### src/rtl/mem_port_arbiter.sv
// mem_port_arbiter: shares one SRAM-like bus port between instruction fetch and the MEM-stage data side.
// Latency: request seen in IDLE at edge t -> bus_req from t; *_addr_ok/*_data_ok/*_rdata are combinational off the bus.
// Backpressure: one transaction in flight; requesters hold req+fields until *_addr_ok; slave stalls via bus_addr_ok/bus_data_ok.
//
// Ports:
//   clk, rst                       clock, asynchronous active-high reset
//   inst_req/inst_addr             fetch request (read only, full-word)
//   inst_addr_ok/data_ok/rdata     fetch handshakes and read data
//   data_req/wr/wstrb/addr/wdata   MEM-stage request
//   data_addr_ok/data_ok/rdata     data handshakes and read data (write ack on data_ok)
//   bus_req/wr/wstrb/addr/wdata    registered master-side bus fields
//   bus_addr_ok/data_ok/rdata      slave handshakes and read data
//   busy                           a transaction is in flight
//   owner                          current/last grant: 0 = fetch, 1 = data
//
// Optional feature: define FAIR_ARB_EN to enable the anti-starvation counter
// (fetch is forced to win after STARVE_LIMIT consecutive data grants while it waits).

module mem_port_arbiter #(
  parameter int STARVE_LIMIT = 4
) (
  input  logic        clk,
  input  logic        rst,

  input  logic        inst_req,
  input  logic [31:0] inst_addr,
  output logic        inst_addr_ok,
  output logic        inst_data_ok,
  output logic [31:0] inst_rdata,

  input  logic        data_req,
  input  logic        data_wr,
  input  logic [3:0]  data_wstrb,
  input  logic [31:0] data_addr,
  input  logic [31:0] data_wdata,
  output logic        data_addr_ok,
  output logic        data_data_ok,
  output logic [31:0] data_rdata,

  output logic        bus_req,
  output logic        bus_wr,
  output logic [3:0]  bus_wstrb,
  output logic [31:0] bus_addr,
  output logic [31:0] bus_wdata,
  input  logic        bus_addr_ok,
  input  logic        bus_data_ok,
  input  logic [31:0] bus_rdata,

  output logic        busy,
  output logic        owner
);

  typedef enum logic [1:0] {
    IDLE = 2'd0,
    ADDR = 2'd1,
    DATA = 2'd2
  } state_t;

  state_t      state;
  logic        ownerQ;
  logic        busReqQ;
  logic        busyQ;
  logic        busWrQ;
  logic [3:0]  busWstrbQ;
  logic [31:0] busAddrQ;
  logic [31:0] busWdataQ;

  logic        forceFetch;
  logic        grantPt;
  logic        anyReq;
  logic        pickData;
  logic        addrAccept;
  logic        dataDone;

  // A new grant may be made when idle, or on the very cycle the current
  // transaction finishes, so back-to-back transactions have no bubble.
  assign grantPt    = (state == IDLE) || ((state == DATA) && bus_data_ok);
  assign anyReq     = inst_req | data_req;
  // Data normally wins: it belongs to the older instruction in the pipe.
  assign pickData   = data_req & ~forceFetch;
  // Handshakes from the slave only count in the phase they belong to.
  assign addrAccept = (state == ADDR) && bus_addr_ok;
  assign dataDone   = (state == DATA) && bus_data_ok;

`ifdef FAIR_ARB_EN
  localparam int CntW = $clog2(STARVE_LIMIT + 1);

  logic [CntW-1:0] starveCnt;

  assign forceFetch = inst_req & data_req & (starveCnt == CntW'(STARVE_LIMIT));

  // Counts data grants made while fetch was waiting; any fetch grant clears it.
  always_ff @(posedge clk or posedge rst) begin
    if (rst) begin
      starveCnt <= '0;
    end else if (grantPt && anyReq) begin
      if (!pickData) begin
        starveCnt <= '0;
      end else if (inst_req && (starveCnt != CntW'(STARVE_LIMIT))) begin
        starveCnt <= starveCnt + CntW'(1);
      end
    end
  end
`else
  // Strict data priority: the fetch override is constant 0.
  assign forceFetch = (STARVE_LIMIT < 0);
`endif

  // Single FSM: state plus every registered bus field and status output.
  always_ff @(posedge clk or posedge rst) begin
    if (rst) begin
      state     <= IDLE;
      ownerQ    <= 1'b0;
      busReqQ   <= 1'b0;
      busyQ     <= 1'b0;
      busWrQ    <= 1'b0;
      busWstrbQ <= 4'b0000;
      busAddrQ  <= 32'h0;
      busWdataQ <= 32'h0;
    end else begin
      case (state)
        IDLE, DATA: begin
          if (grantPt) begin
            if (anyReq) begin
              state   <= ADDR;
              busReqQ <= 1'b1;
              busyQ   <= 1'b1;
              ownerQ  <= pickData;
              if (pickData) begin
                busWrQ    <= data_wr;
                busWstrbQ <= data_wstrb;
                busAddrQ  <= data_addr;
                busWdataQ <= data_wdata;
              end else begin
                // Fetch is always a full-word read.
                busWrQ    <= 1'b0;
                busWstrbQ <= 4'b1111;
                busAddrQ  <= inst_addr;
                busWdataQ <= 32'h0;
              end
            end else begin
              state   <= IDLE;
              busReqQ <= 1'b0;
              busyQ   <= 1'b0;
            end
          end
        end
        ADDR: begin
          // Fields stay frozen until the slave takes the address phase.
          if (bus_addr_ok) begin
            state   <= DATA;
            busReqQ <= 1'b0;
          end
        end
        default: begin
          state   <= IDLE;
          busReqQ <= 1'b0;
          busyQ   <= 1'b0;
        end
      endcase
    end
  end

  assign bus_req   = busReqQ;
  assign bus_wr    = busWrQ;
  assign bus_wstrb = busWstrbQ;
  assign bus_addr  = busAddrQ;
  assign bus_wdata = busWdataQ;
  assign busy      = busyQ;
  assign owner     = ownerQ;

  // Route handshakes and read data to the owner only; the other side sees zeros.
  assign inst_addr_ok = addrAccept & ~ownerQ;
  assign data_addr_ok = addrAccept &  ownerQ;
  assign inst_data_ok = dataDone   & ~ownerQ;
  assign data_data_ok = dataDone   &  ownerQ;
  assign inst_rdata   = inst_data_ok ? bus_rdata : 32'h0;
  assign data_rdata   = data_data_ok ? bus_rdata : 32'h0;

endmodule

### config.mk
export PLATFORM = sky130hd
export DESIGN_NAME = mem_port_arbiter
export DESIGN_NICKNAME = d
export VERILOG_FILES = /design/src/rtl/mem_port_arbiter.sv
export SDC_FILE = /design/constraint.sdc
export NUM_CORES = 1
export LEC_CHECK = 0
export CORE_MARGIN = 2
export CORE_UTILIZATION = 30
export CTS_CLUSTER_DIAMETER = 100
export CTS_CLUSTER_SIZE = 20
export DETAILED_ROUTE_END_ITERATION = 7
export PLACE_DENSITY = 0.84
export SYNTH_ARGS = -nofsm -noshare
export SYNTH_HDL_FRONTEND = slang
export SYNTH_SLANG_ARGS = --single-unit
### constraint.sdc
create_clock -name clk -period 4.4 [get_ports clk]
set_input_delay 0.66 -clock clk [delete_from_list [all_inputs] [get_ports clk]]
set_output_delay 0.66 -clock clk [all_outputs]
set_load 0.005 [all_outputs]
Word-level counts from Yosys, hierarchy flattened
Index checks and enable logic that the tools add are counted.
- equal/unequal tests: 4
- muxes and demuxes: 15
- bitwise operators: 7
- reduce and logical (&&, ||, !) cells: 8
- operators by type and width (operator ; number):
    $mux W32 ; 4
    $mux W1 ; 5
    $and A1 B1 Y1 ; 4
    $mux W2 ; 2
    $mux W4 ; 1
    $ne A2 B2 Y1 const B ; 2
    $pmux W1 S2 ; 2
    $pmux W2 S2 ; 1
    $reduce_and A2 Y1 ; 2
    $reduce_and A3 Y1 ; 1
    $eq A2 B1 Y1 const B ; 1
    $eq A2 B2 Y1 const B ; 1
    $logic_and A1 B1 Y1 ; 2
    $logic_not A2 Y1 ; 1
    $not A1 Y1 ; 2
    $reduce_or A2 Y1 ; 1
    $logic_or A1 B1 Y1 ; 1
    $or A1 B1 Y1 ; 1
- register bits after elaboration: 74
- word-level logic and storage cells: 42

Longest topological paths before layout
Gate-level depths: netlist of run 1.
- depth in word-level cells: 5
- mapped depth: 6

Worst setup path after synthesis of run 1
No wires, ideal clock.
- path type: in2out
- start: input port bus_data_ok
- end: output port data_rdata[22]
- data arrival time: 1.509 ns
- required time: 3.740 ns
- path slack: 2.231 ns
- stages: 4
- cell sequence: nand2_1 > nor3b_1 > clkbuf_1 > and2_1
- word-level cells in the longest chain between the ends: 3
- ends and longest elaborated chain (item ; RTL line ; RTL):
    start: declaration ; 46 ; input logic bus_data_ok,
    $logic_and A1 B1 Y1 ; 83 ; assign dataDone = (state == DATA) && bus_data_ok;
    $and A1 B1 Y1 ; 176 ; assign data_data_ok = dataDone & ownerQ;
    named net data_data_ok ; 37 ; output logic data_data_ok,
    $mux W32 ; 178 ; assign data_rdata = data_data_ok ? bus_rdata : 32'h0;
    end: declaration ; 38 ; output logic [31:0] data_rdata,
The timed path passes the listed nets, and every way through them passes these cells.

Worst setup path in the final report of run 1
- start: input port bus_data_ok
- end: output port data_rdata[11]
- word-level cells in the longest chain between the ends: 3
- ends and longest elaborated chain (item ; RTL line):
    $logic_and A1 B1 Y1 ; 83
    $and A1 B1 Y1 ; 176
    $mux W32 ; 178
Every way passes these cells.

==> results of run 1 <==
[layer usage]
metal	wire, um	share of wire (%)
met5	0	0
met4	268	2.3
met3	1134	9.8
met2	5908	51
met1	4272	37
[layout by cell type (no fill, tap or decap), drive strengths merged]
cell	instances
o21ai	3
a21o	1
clkinv	2
nor3b	3
nor2b	2
clkdlybuf4s50	278
nand2b	1
or2	1
clkinvlp	1
mux2	64
nor2	2
a22o	33
buf	6
bufinv	1
clkbuf	11
and2	64
and3	2
o22a	4
inv	2
or3	1
nand3	1
dfrtp	74
nor3	2
nand2	4
[cells in the mapped netlist, drive strengths merged, types with 2 or more instances]
master  instances
a22o           33
and2           64
and3            2
buf            12
clkbuf         10
dfrtp          74
inv             2
mux2           64
nand2           4
nor2            2
nor2b           2
nor3            2
nor3b           3
o21ai           3
o22a            4
[state kept, by name (all words and copies together) (netlist names)]
name and cells:
state 2, bus_wr 1, busy 1, bus_wstrb 4, bus_wdata 32, bus_addr 32
bus_req 1, owner 1
[kinds of logic after synthesis]
| family | Yosys count | synth area share [%] |
|---|---|---|
| mux | 64 | 20.16 |
| buf+inv | 24 | 3.920 |
| compound gates | 41 | 9.695 |
| flops | 74 | 51.80 |
| simple gates | 83 | 14.42 |
[path summary, 6_finish.rpt]
check | from | to | slack (ps) | cells after the start
min | bus_addr[0]$_DFFE_PP0P_ | bus_addr[0]$_DFFE_PP0P_ | 490 | 1
min in group asynchronous | rst | bus_addr[25]$_DFFE_PP0P_ | 910 | 2
max | bus_data_ok | data_rdata[11] | 1280 | 6
max reg2reg | state[1]$_DFFE_PP0P_ | bus_wdata[17]$_DFFE_PP0P_ | 2450 | 3
min reg2reg | bus_addr[0]$_DFFE_PP0P_ | bus_addr[0]$_DFFE_PP0P_ | 490 | 1
max in group asynchronous | rst | bus_addr[4]$_DFFE_PP0P_ | 2600 | 3
[layout make-up]
cell class	count	area [sq um]	area share (%)
clock buffer	11	252.7	3.737
timing repair buffer	284	2828	41.81
sequential	74	1852	27.38
inverter	2	7.507	0.1110
clock inverter	4	51.30	0.7586
tap	143	178.9	2.646
multi-input combinational	188	1593	23.55
[power by group through the flow]
stage          logic (W)  clock network (W)  registers, W
5_1_grt          0.00168           0.000779       0.00123
4_1_cts          0.00159           0.000754       0.00119
3_5_place_dp     0.00159                  0       0.00119
2_1_floorplan   0.000634                  0       0.00119
6_report         0.00156           0.000731       0.00118
3_3_place_gp     0.00155                  0       0.00118
[through the flow]
step / power [W] / hold WS (ps)
after floorplan: 0.001824 / 482.8
after global placement: 0.002724 / 472.7
after detailed placement: 0.002779 / 482.7
after CTS: 0.003537 / 494.2
after global routing: 0.003693 / 514.5
final: 0.003481 / 488.1
==> run_results.csv, run 1 <==
group,metric,value,unit
outcome,outcome,"finished, violations left",
outcome,violations,"DRC",
synthesis,syn_avg_cell_area,12.50,sq um
sta,finalWorstSetupSlack,1278,ps
clock_tree,cts_tree,"built",
min_path,hold_path.class,"flip-flop to flip-flop",
route,totalWireLength,11580,um
place,dp_cells,691,
global_route,grt_pass1_wl,18080,um
place,io_buffers,278,
setup_path,path_common_cell,"clkdlybuf4s50_1",
layout,fill_cells,935,
power_and_ir_drop,pwr-share-clk,21.0,%
route,post_drt_wl_per_cell,16.41,um
layout,final_area,6763,sq um
sta,report.final.slew_viol_count,0,
place,pre_cts_ws,1276,ps
layout,nets,698,
setup_path,critical_path_buf_inv_count,3,
power_and_ir_drop,irDropWorstVdd,0.0002212,V
setup_path,critPathArrivalTime,2460,ps
floorplan,num_io_pins,279,
synthesis,synth_flop_cell,"dfrtp_1",
sta,finalCritPeriodShare,70.95,%
floorplan,core_area,11520,sq um
floorplan,die-area,12810,sq um
synthesis,syn_area,3575,sq um
place,hpwlAfterDp,9015,um
power_and_ir_drop,p_int,0.002507,W
place,gp_congestion,0.7186,
sta,tns,0,ps
clock_tree,htree_levels,3,
global_route,use_met1,19.55,%
clock_tree,clk_latency,330,ps
power_and_ir_drop,p_leak,2.762,nW
synthesis,synth_area_leaders,"dfrtp_1 (52%), mux2_2 (20%), and2_1 (11%)",
setup_path,path_cells,"clkdlybuf4s50_1 -> nand2_1 -> nor3b_2 -> buf_4 -> and2_1 -> clkdlybuf4s50_1",
layout,final_cells,706,
synthesis,ys_warn_count,0,
global_route,grt_max_degree,53,
floorplan,die-height,113.2,um
layout,drive_above_1_share,15.63,%
clock_tree,cts_hold_buf,0,
setup_path,cp-end-kind,"output pin",
clock_tree,cts_sinks,74,
power_and_ir_drop,seqPwrFrac,34.0,%
sta,final_hold_viol_count,0,
global_route,grt_antenna_before_repair,0,
global_route,grt-ovfl-total,0,
sta,setup_viol,0,
route,first_pass_iters,6,
run,cap_violations,0,
global_route,grt_pass1_vias,3568,
route,drtIter0Drc,170,
setup_path,slowest_delay,530,ps
setup_path,required,3740,ps
sta,max_freq,0.3203,GHz
sta,clock_skew,5.165,ps
clock_tree,postCtsResizedCells,0,
sta,rsz0062_at_grt,"no",
layout,syn_to_final_growth,89.18,%
global_route,top_usage_layer,"met2",
clock_tree,post-cts-setup-buffer-count,0,
floorplan,die_width,113.2,um
sta,finalCriticalPeriod,3122,ps
power_and_ir_drop,power_density,514.7,nW/um^2
synthesis,ys_types,24,
synthesis,yosysSeqAreaShare,51.80,%
clock_tree,path_clk_slew,60,ps
power_and_ir_drop,power.share.switching,27.98,%
power_and_ir_drop,p_sw,0.0009738,W
setup_path,path_class,"input pin to output pin",
synthesis,synth-edff-count,0,
synthesis,synth_nets,425,
clock_tree,ctsRootBufferMaster,"clkbuf_16",
sta,worst_pin_slew,1237,ps
setup_path,path_max_fanout,33,
route,via_per_inst,4.684,
route,drc,19,
floorplan,start_util,31.04,%
synthesis,ys_async_sr_fraction,100.0,%
layout,antenna_cells,0,
route,vias,3307,
clock_tree,clock_path_buffers,2,
synthesis,synth-seq-cells,74,
place,place_area,6459,sq um
synthesis,netlist_instances,286,
global_route,grt.total_usage,17.78,%
sta,maxSlewHeadroom,17.53,%
power_and_ir_drop,comb_power_share,44.9,%
setup_path,cp_slowest_cell,"clkdlybuf4s50_1",
global_route,use_met2,32.46,%
route,ant_nets,0,
synthesis,yosys.area.top_type,"dfrtp_1",
setup_path,crit_path_start_kind,"input pin",
floorplan,fp-row-count,39,
global_route,grtUsageMet3,5.196,%
setup_path,crit_family,"buffers and inverters",
clock_tree,cts-buffers-inserted,9,
synthesis,yosys.area.top_type_share,51.80,%
layout,fin_util,58.72,%
(Power assumes the default switching activity.)
==> run 2, diff against run 1 <==
PLACE_DENSITY = 0.87   (was 0.84)
clock period = 2.7 ns   (was 4.4 ns; I/O delays follow)
==> run_results.csv, run 2 (synthesized netlist as in run 1, its figures left out) <==
group,metric,value,unit
outcome,outcome,"finished, violations left",
outcome,violations,"DRC",
floorplan,die-height,113.2,um
min_path,hold_path.class,"input pin to async pin",
power_and_ir_drop,p_leak,2.771,nW
global_route,grt.total_usage,18.32,%
clock_tree,cts_sinks,74,
floorplan,core_area,11520,sq um
route,via_per_inst,4.583,
global_route,grt_max_degree,43,
sta,clock_skew,13.83,ps
setup_path,path_max_fanout,33,
clock_tree,path_clk_slew,70,ps
place,gp_congestion,0.8776,
clock_tree,htree_levels,3,
run,cap_violations,0,
layout,final_common_cell,"clkdlybuf4s50_1",
route,post_drt_wl_per_cell,17.24,um
floorplan,start_util,31.04,%
layout,final_cells,710,
sta,finalCritPeriodShare,95.47,%
place,io_buffers,278,
setup_path,critPathArrivalTime,2170,ps
clock_tree,ctsRootBufferMaster,"clkbuf_16",
setup_path,critical_path_buf_inv_count,3,
layout,syn_to_final_growth,90.20,%
clock_tree,clock_path_buffers,2,
route,first_pass_iters,8,
power_and_ir_drop,total_power,0.005643,W
clock_tree,postCtsResizedCells,0,
clock_tree,cts_hold_buf,0,
setup_path,path_class,"input pin to output pin",
place,hpwlAfterDp,9969,um
route,drc,15,
floorplan,die-area,12810,sq um
global_route,grt-ovfl-total,0,
global_route,grt_pass1_vias,3626,
route,drtIter0Drc,132,
floorplan,die_width,113.2,um
sta,max_freq,0.3879,GHz
layout,antenna_cells,0,
power_and_ir_drop,irDropWorstVdd,0.0003701,V
clock_tree,cts-buffers-inserted,9,
setup_path,crit_path_start_kind,"input pin",
sta,tns,0,ps
setup_path,slowest_delay,530,ps
layout,final_cell_mix,"clkdlybuf4s50_1 (278), dfrtp_1 (74), and2_1 (64)",
layout,drive_above_1_share,16.05,%
floorplan,fp-row-count,39,
clock_tree,post-cts-setup-buffer-count,0,
sta,setup_viol,0,
route,totalWireLength,12240,um
setup_path,crit_family,"buffers and inverters",
place,dp_cells,694,
setup_path,required,2300,ps
setup_path,path_cells,"clkdlybuf4s50_1 -> nand2_1 -> nor3b_2 -> buf_12 -> and2_1 -> clkdlybuf4s50_1",
place,pre_cts_ws,116.0,ps
sta,finalCriticalPeriod,2578,ps
sta,maxSlewHeadroom,65.18,%
route,vias,3254,
sta,rsz0062_at_grt,"no",
floorplan,num_io_pins,279,
sta,finalWorstSetupSlack,122.3,ps
layout,fill_cells,973,
setup_path,cp_slowest_cell,"clkdlybuf4s50_1",
global_route,grt_antenna_before_repair,0,
power_and_ir_drop,power_density,830.0,nW/um^2
global_route,grt_pass1_wl,18490,um
route,ant_nets,0,
sta,final_hold_viol_count,0,
layout,nets,701,
sta,report.final.slew_viol_count,0,
setup_path,cp-end-kind,"output pin",
setup_path,path_common_cell,"clkdlybuf4s50_1",
sta,worst_pin_slew,522.3,ps
clock_tree,cts_tree,"built",
clock_tree,clk_latency,330,ps
[run 2: cell count changes in the layout (fill, tap and decap cells not counted)]
| cell | before | now |
|---|---|---|
| clkbuf_1 | 0 | 1 |
| bufinv_16 | 1 | 0 |
| clkbuf_8 | 2 | 1 |
| inv_6 | 0 | 1 |
| clkinvlp_4 | 1 | 2 |
| buf_12 | 0 | 3 |
[run 2: power by group]
part / total, W / internal, W / switching [W]
Combinational: 0.00261 / 0.00173 / 0.000874
Sequential: 0.00193 / 0.00163 / 0.000307
Clock: 0.00110 / 0.000650 / 0.000454
[run 2: worst min-delay path: stages]
cell and delay [ps]:
clkdlybuf4s50_1 410, inv_2 70, buf_4 350
[run 2: path summary, 6_finish.rpt]
check | start | endpoint | slack (ps) | cells after the start
setup reg to reg | state[1]$_DFFE_PP0P_ | bus_addr[19]$_DFFE_PP0P_ | 1020 | 4
setup / recovery | bus_data_ok | data_rdata[6] | 120 | 6
max in group asynchronous | rst | bus_wstrb[2]$_DFFE_PP0P_ | 1780 | 3
hold / removal | rst | bus_wdata[26]$_DFFE_PP0P_ | 490 | 3
min in group clk | bus_addr[4]$_DFFE_PP0P_ | bus_addr[4]$_DFFE_PP0P_ | 490 | 1
hold reg to reg | bus_addr[4]$_DFFE_PP0P_ | bus_addr[4]$_DFFE_PP0P_ | 490 | 1
[run 2: area by class of cell]
type / instances / area [sq um] / share of cell area (%)
clock inverter: 5 / 37.54 / 0.5521
tap: 143 / 178.9 / 2.632
multi-input combinational: 188 / 1593 / 23.43
timing repair buffer: 287 / 2888 / 42.47
inverter: 2 / 7.507 / 0.1104
sequential: 74 / 1852 / 27.24
clock buffer: 11 / 242.7 / 3.570
[run 2: per-layer routing]
layer / track usage, % / part of all wire, % / vias to the layer above
li1: - / - / 1555
met1: 18.99 / 35 / 1546
met2: 35.33 / 55 / 132
met3: 4.821 / 7.4 / 21
met4: 6.341 / 2.1 / 0
met5: 0 / 0 / -
[run 2: per-stage QoR]
| stage | utilization, % | hold slack (ps) | cell area, sq um |
|---|---|---|---|
| final | 59.04 | 492.8 | 6799 |
| after global routing | 59.04 | 516.3 | 6799 |
| after CTS | 59.04 | 500.4 | 6799 |
| after detailed placement | 56.61 | 486.8 | 6519 |
| after global placement | 56.61 | 474.9 | 6519 |
| after floorplan | - | 482.8 | 3575 |
